$ cat src/rtl/hamming_pkg.sv
// rtl/hamming_pkg.sv - widths, parity positions and data-to-position mapping for the Hamming(21,16) codec.
// HAMMING_SECDED_EN widens the external codeword by one overall-parity bit.
package hamming_pkg;

    localparam int DATA_W = 16;
    localparam int CODE_W = 21;
    localparam int PAR_W  = 5;

`ifdef HAMMING_SECDED_EN
    localparam int XCODE_W = CODE_W + 1;
`else
    localparam int XCODE_W = CODE_W;
`endif

    // PAR_POS[k] = 2^k
    localparam logic [PAR_W-1:0][4:0] PAR_POS = {5'd16, 5'd8, 5'd4, 5'd2, 5'd1};

    // Code position (1..21) holding enc_data[b]; bit 15 goes to position 3.
    function automatic logic [4:0] data_pos(input int b);
        logic [4:0] pos;
        int         n;
        pos = '0;
        n   = 0;
        for (int p = 1; p <= CODE_W; p++) begin
            if ((p & (p - 1)) != 0) begin
                if (n == DATA_W - 1 - b) begin
                    pos = 5'(p);
                end
                n++;
            end
        end
        return pos;
    endfunction

    // Vector index of a code position; position 1 is the MSB.
    function automatic logic [4:0] bit_idx(input logic [4:0] pos);
        return 5'(CODE_W) - pos;
    endfunction

endpackage

$ cat src/rtl/hamming_parity_gen.sv
// rtl/hamming_parity_gen.sv - XOR of code positions grouped by index bit; encoder parity and decoder syndrome.
module hamming_parity_gen
    import hamming_pkg::*;
(
    input  logic [CODE_W-1:0] word,
    output logic [PAR_W-1:0]  syndrome
);

    always_comb begin
        syndrome = '0;
        for (int p = 1; p <= CODE_W; p++) begin
            for (int k = 0; k < PAR_W; k++) begin
                if (((p >> k) & 1) != 0) begin
                    syndrome[k] = syndrome[k] ^ word[bit_idx(5'(p))];
                end
            end
        end
    end

endmodule

$ cat src/rtl/hamming_codec.sv
// rtl/hamming_codec.sv - registered Hamming(21,16) encoder and single-error-correcting decoder.
// Optional HAMMING_SECDED_EN appends an overall parity bit for double-error detection.
module hamming_codec
    import hamming_pkg::*;
(
    input  logic               clk,
    input  logic               rst,
    input  logic               enc_valid,
    input  logic [DATA_W-1:0]  enc_data,
    output logic               enc_code_valid,
    output logic [XCODE_W-1:0] enc_code,
    input  logic               dec_valid,
    input  logic [XCODE_W-1:0] dec_code,
    output logic               dec_data_valid,
    output logic [DATA_W-1:0]  dec_data,
    output logic [PAR_W-1:0]   dec_syndrome,
    output logic               dec_corrected,
    output logic               dec_uncorrectable
);

    logic [CODE_W-1:0]  enc_word;
    logic [CODE_W-1:0]  enc_full;
    logic [PAR_W-1:0]   enc_par;
    logic [XCODE_W-1:0] enc_cw;

    logic [CODE_W-1:0]  dec_rx;
    logic [CODE_W-1:0]  dec_fixed;
    logic [PAR_W-1:0]   dec_syn;
    logic [DATA_W-1:0]  dec_extract;
    logic               dec_flip;
    logic               dec_corr_c;
    logic               dec_unc_c;

    logic               enc_code_valid_d, enc_code_valid_q;
    logic [XCODE_W-1:0] enc_code_d,       enc_code_q;
    logic               dec_data_valid_d, dec_data_valid_q;
    logic [DATA_W-1:0]  dec_data_d,       dec_data_q;
    logic [PAR_W-1:0]   dec_syndrome_d,   dec_syndrome_q;
    logic               dec_corrected_d,  dec_corrected_q;
    logic               dec_unc_d,        dec_unc_q;

    // Parity positions are left zero so the generator output is the parity itself.
    always_comb begin
        enc_word = '0;
        for (int b = 0; b < DATA_W; b++) begin
            enc_word[bit_idx(data_pos(b))] = enc_data[4'(b)];
        end
    end

    hamming_parity_gen u_enc_par (
        .word     (enc_word),
        .syndrome (enc_par)
    );

    always_comb begin
        enc_full = enc_word;
        for (int k = 0; k < PAR_W; k++) begin
            enc_full[bit_idx(PAR_POS[3'(k)])] = enc_par[3'(k)];
        end
`ifdef HAMMING_SECDED_EN
        enc_cw = {enc_full, ^enc_full};
`else
        enc_cw = enc_full;
`endif
    end

    assign dec_rx = dec_code[XCODE_W-1 -: CODE_W];

    hamming_parity_gen u_dec_syn (
        .word     (dec_rx),
        .syndrome (dec_syn)
    );

    always_comb begin
        dec_flip   = 1'b0;
        dec_corr_c = 1'b0;
        dec_unc_c  = 1'b0;
`ifdef HAMMING_SECDED_EN
        if (dec_syn != '0) begin
            if (!(^dec_code)) begin
                dec_unc_c = 1'b1;
            end else if (dec_syn <= 5'(CODE_W)) begin
                dec_flip = 1'b1;
            end else begin
                dec_unc_c = 1'b1;
            end
        end else if (^dec_code) begin
            dec_corr_c = 1'b1;
        end
`else
        if (dec_syn != '0) begin
            if (dec_syn <= 5'(CODE_W)) begin
                dec_flip = 1'b1;
            end else begin
                dec_unc_c = 1'b1;
            end
        end
`endif
        dec_corr_c = dec_corr_c | dec_flip;

        dec_fixed = dec_rx;
        if (dec_flip) begin
            dec_fixed[bit_idx(dec_syn)] = ~dec_rx[bit_idx(dec_syn)];
        end
        dec_extract = '0;
        for (int b = 0; b < DATA_W; b++) begin
            dec_extract[4'(b)] = dec_fixed[bit_idx(data_pos(b))];
        end
    end

    // Data outputs hold when their path is idle; valids are single-cycle.
    always_comb begin
        enc_code_valid_d = enc_valid;
        enc_code_d       = enc_valid ? enc_cw : enc_code_q;
        dec_data_valid_d = dec_valid;
        dec_data_d       = dec_valid ? dec_extract : dec_data_q;
        dec_syndrome_d   = dec_valid ? dec_syn     : dec_syndrome_q;
        dec_corrected_d  = dec_valid ? dec_corr_c  : dec_corrected_q;
        dec_unc_d        = dec_valid ? dec_unc_c   : dec_unc_q;
    end

    always_ff @(posedge clk) begin
        if (rst) begin
            enc_code_valid_q <= 1'b0;
            enc_code_q       <= '0;
            dec_data_valid_q <= 1'b0;
            dec_data_q       <= '0;
            dec_syndrome_q   <= '0;
            dec_corrected_q  <= 1'b0;
            dec_unc_q        <= 1'b0;
        end else begin
            enc_code_valid_q <= enc_code_valid_d;
            enc_code_q       <= enc_code_d;
            dec_data_valid_q <= dec_data_valid_d;
            dec_data_q       <= dec_data_d;
            dec_syndrome_q   <= dec_syndrome_d;
            dec_corrected_q  <= dec_corrected_d;
            dec_unc_q        <= dec_unc_d;
        end
    end

    assign enc_code_valid    = enc_code_valid_q;
    assign enc_code          = enc_code_q;
    assign dec_data_valid    = dec_data_valid_q;
    assign dec_data          = dec_data_q;
    assign dec_syndrome      = dec_syndrome_q;
    assign dec_corrected     = dec_corrected_q;
    assign dec_uncorrectable = dec_unc_q;

endmodule

$ cat config.mk
export PLATFORM = sky130hd
export DESIGN_NAME = hamming_codec
export DESIGN_NICKNAME = d
export VERILOG_FILES = /design/src/rtl/hamming_pkg.sv /design/src/rtl/hamming_parity_gen.sv /design/src/rtl/hamming_codec.sv
export SDC_FILE = /design/constraint.sdc
export NUM_CORES = 1
export LEC_CHECK = 0
export ABC_AREA = 0
export CORE_ASPECT_RATIO = 0.75
export CORE_UTILIZATION = 39
export DETAILED_ROUTE_END_ITERATION = 6
export GPL_ROUTABILITY_DRIVEN = 1
export HOLD_SLACK_MARGIN = 0.12
export PLACE_DENSITY = 0.77
export RECOVER_POWER = 25
export SLEW_MARGIN = 10
export SYNTH_ARGS = -nofsm -noshare
export SYNTH_HDL_FRONTEND = slang
export SYNTH_SLANG_ARGS = --single-unit
export TNS_END_PERCENT = 20
$ cat constraint.sdc
create_clock -name clk -period 2.9 [get_ports clk]
set_clock_uncertainty 0.1 [all_clocks]
set_input_delay 0.58 -clock clk [delete_from_list [all_inputs] [get_ports clk]]
set_output_delay 0.58 -clock clk [all_outputs]
set_load 0.02 [all_outputs]
==> metrics.txt <==
violated checks=negative setup slack; FP Rows=22; Leak=between 1.5 and 2 nW; RSZ-0062 raised after global routing=yes; Clk pin slew, worst setup/hold paths=roughly 0.060 ns; count leader, synth=xnor2_1; worst-margin pin slew=approximately 0.76 ns; diode count=0; MaxCap Viol Count=0; RR Startpoint=dec_data[0]; fin worst setup slack=-0.0149 ns; critical path buffer and inverter count=3; P_sw=between 800 and 900 uW; Initial Util=0.419; required time worst endpoint=2.95 ns; clock root buffer master=clkbuf_8; fin. max-slew vios=0; status=complete, but fails checks; grt total ovfl=0; post-synthesis cell count=between 200 and 250; Synth-to-Final Area Change=66.2%; Die H=65.7 microns; FFs w/ async S/R, synth=0; First-pass DRT Iterations=4; Setup CP Type=in -> reg; Reg power frac=0.196; port bufs=between 60 and 70; critical path peak fanout=4; combinational share of power=0.650; pre-CTS setup slack=-0.579 ns; slowest CP cell=xnor3_2; drt total wl=roughly 5.9 mm; die area=roughly 5700 sq um; ANT nets after route=0; cell mode on critical path=buf_6; core area=about 5000 sq um; met2 Resource Use GR=0.344; Num Clock Sinks=29; Synth area leaders=dfxtp_1 (28%), xnor2_1 (12%), mux2i_1 (7.6%); Crit path largest cell delay=between 0.5 and 0.6 ns; Slew HR=0.495; Critical Path Start Type=primary input; CTS Buf Count=5; fraction of layout cells with a size suffix above 1=0.329; CP arrival=slightly below 3 ns; setup tns final=-0.0149 ns; VDD IR max=~350 uV; fmax=343 MHz; Starting DRT DRC Count=between 100 and 150; Nets=about 390; hold buffers post-CTS=0; vias per cell=4.84; first-pass GRT wire length=slightly above 9 mm; GPL Wtd Cong=between 0.8 and 0.9; Detailed Place HPWL=between 4 and 5 mm; Clk Latency, worst-skew pair=between 0.2 and 0.3 ns; pwr/cell area=679 nW/um^2; Die Width=just under 90 microns; Crit. End Element=flip-flop; Worst Setup SP=dec_code[17]; I/O Pins=87; Hold Path Class=reg -> reg; Setup Viol. Count Final=1; post-synth top area cell=dfxtp_1; final hold violation count=0; WL per Instance=between 10 and 15 microns; TritonCTS clock tree=done; Switching Share=0.376; Mean Syn Cell Area=between 9 and 10 sq um; antenna violations before repair=0; EDFF count, synth=0; internal power=around 1.5 mW; met1 layer usage reported by global route=0.302; minimum clock period=slightly below 3 ns; Post-synth top cells=xnor2_1 (30), dfxtp_1 (29), nor2_1 (27), buf_4 (17), mux2i_1 (16); top_reg_cell synth=dfxtp_1; Synth Register Bits=29; cell family with most CP delay=XOR/XNOR gates; synth warn=0; overall routing resource usage=0.213; met3 Track Usage GR=0.0339; vias in the first global route=~1.9k; CTS max path bufs=2; DRC viols=0; detailed-route via count=roughly 2k; CTS H-tree lvls=2; Synth top area share=0.275; Netlist cell types=slightly above 50; synthesized cell area=between 2000 and 2500 sq um; Clock power frac=0.154; Hold Startpoint=dec_corrected; pin count of the biggest net entering global routing=26; crit-path cells=clkdlybuf4s15_1 > xnor2_2 > xnor3_2 > buf_6 > nor3b_2 > a21oi_4 > mux2i_1 > nor2b_4 > buf_6 > nand2_1 > a31oi_1 > o22ai_1; Seq/Total Area, Yosys=0.275; Min Hold Slack=roughly 0.38 ns; busiest grt layer=met2; final period utilization=1.01
logic make-up (layout without fill, tap and decap cells):
| logic type | Yosys count | after routing | synth area share |
|---|---|---|---|
| compound gates | 39 | 39 | 0.141 |
| mux | 17 | 17 | 0.0813 |
| simple gates | 62 | 62 | 0.141 |
| other cells | 1 | 17 | 0.00178 |
| xor+xnor | 49 | 49 | 0.266 |
| flops | 29 | 29 | 0.275 |
| fa+ha+maj | 1 | 1 | 0.00593 |
| buf+inv | 32 | 139 | 0.0884 |
registers in the layout, summed over array words and instances, names as in the netlist:
| signal | cells |
|---|---|
| dec_corrected | 1 |
| dec_data | 8 |
| dec_data_valid | 1 |
| dec_syndrome | 5 |
| dec_uncorrectable | 1 |
| enc_code | 12 |
| enc_code_valid | 1 |
per-stage QoR:
step           utilization  instances  total power [mW]  cell area [sq um]
2_1_floorplan            -        246              1.21               2210
3_3_place_gp         0.624        405              1.68               3140
3_5_place_dp         0.624        405              1.70               3140
4_1_cts              0.676        422              2.23               3410
5_1_grt              0.696        425              2.51               3500
6_report             0.696        425              2.38               3500
area by class of cell:
class                           instances  area, sq um
Multi-Input combinational cell        185         1620
Fill cell                             376         1530
Timing Repair Buffer                  126         1100
Sequential cell                        29          581
Clock buffer                            7         96.3
Tap cell                               72         90.1
Inverter                                5         18.8
Clock inverter                          1         5.00
final timing paths:
kind / to / slack [ns] / cells after the start
worst max-delay path: dec_data[0] / -0.01 / 12
worst min-delay path: dec_corrected / 0.38 / 2
worst max register to register: dec_data[0] / 1.91 / 3
worst min register to register: dec_corrected / 0.38 / 2
layer usage:
layer	vias to the layer above	wire length (microns)	share of wire
met5	-	0	0
met4	0	60	0.010
met3	7	370	0.063
met2	84	2800	0.47
met1	956	2690	0.45
li1	1008	-	-
cell usage in the layout, fill, tap and decap left out, types with 6 or more instances in the layout:
cell type	instances
dfxtp_1	29
buf_4	56
xor2_1	8
dlygate4sd2_1	6
o21ai_1	6
xnor2_1	21
buf_6	8
nand2_1	10
xnor2_4	8
conb_1	17
clkdlybuf4s50_1	39
nor2_1	27
xnor2_2	6
mux2i_1	16
clkbuf_8	7
power by group through the flow:
stage          combinational, mW  clock (mW)  sequential (mW)
2_1_floorplan              0.680           0            0.530
3_3_place_gp                1.21           0            0.474
3_5_place_dp                1.22           0            0.475
4_1_cts                     1.38       0.377            0.467
5_1_grt                     1.65       0.393            0.472
6_report                    1.55       0.367            0.467
worst min-delay path: stages (launching register included):
cell and delay (ns):
dfxtp_1 0.31, nand2b_1 0.07, a21oi_1 0.05
timing repair:
action                                  in CTS  in global routing
resized for setup                           48                 33
hold endpoints to repair                     0                  0
buffers inserted                             9                  3
pin swaps                                   27                 20
endpoints found under the setup margin       7                  7
Power figures use the tool's default switching activity.
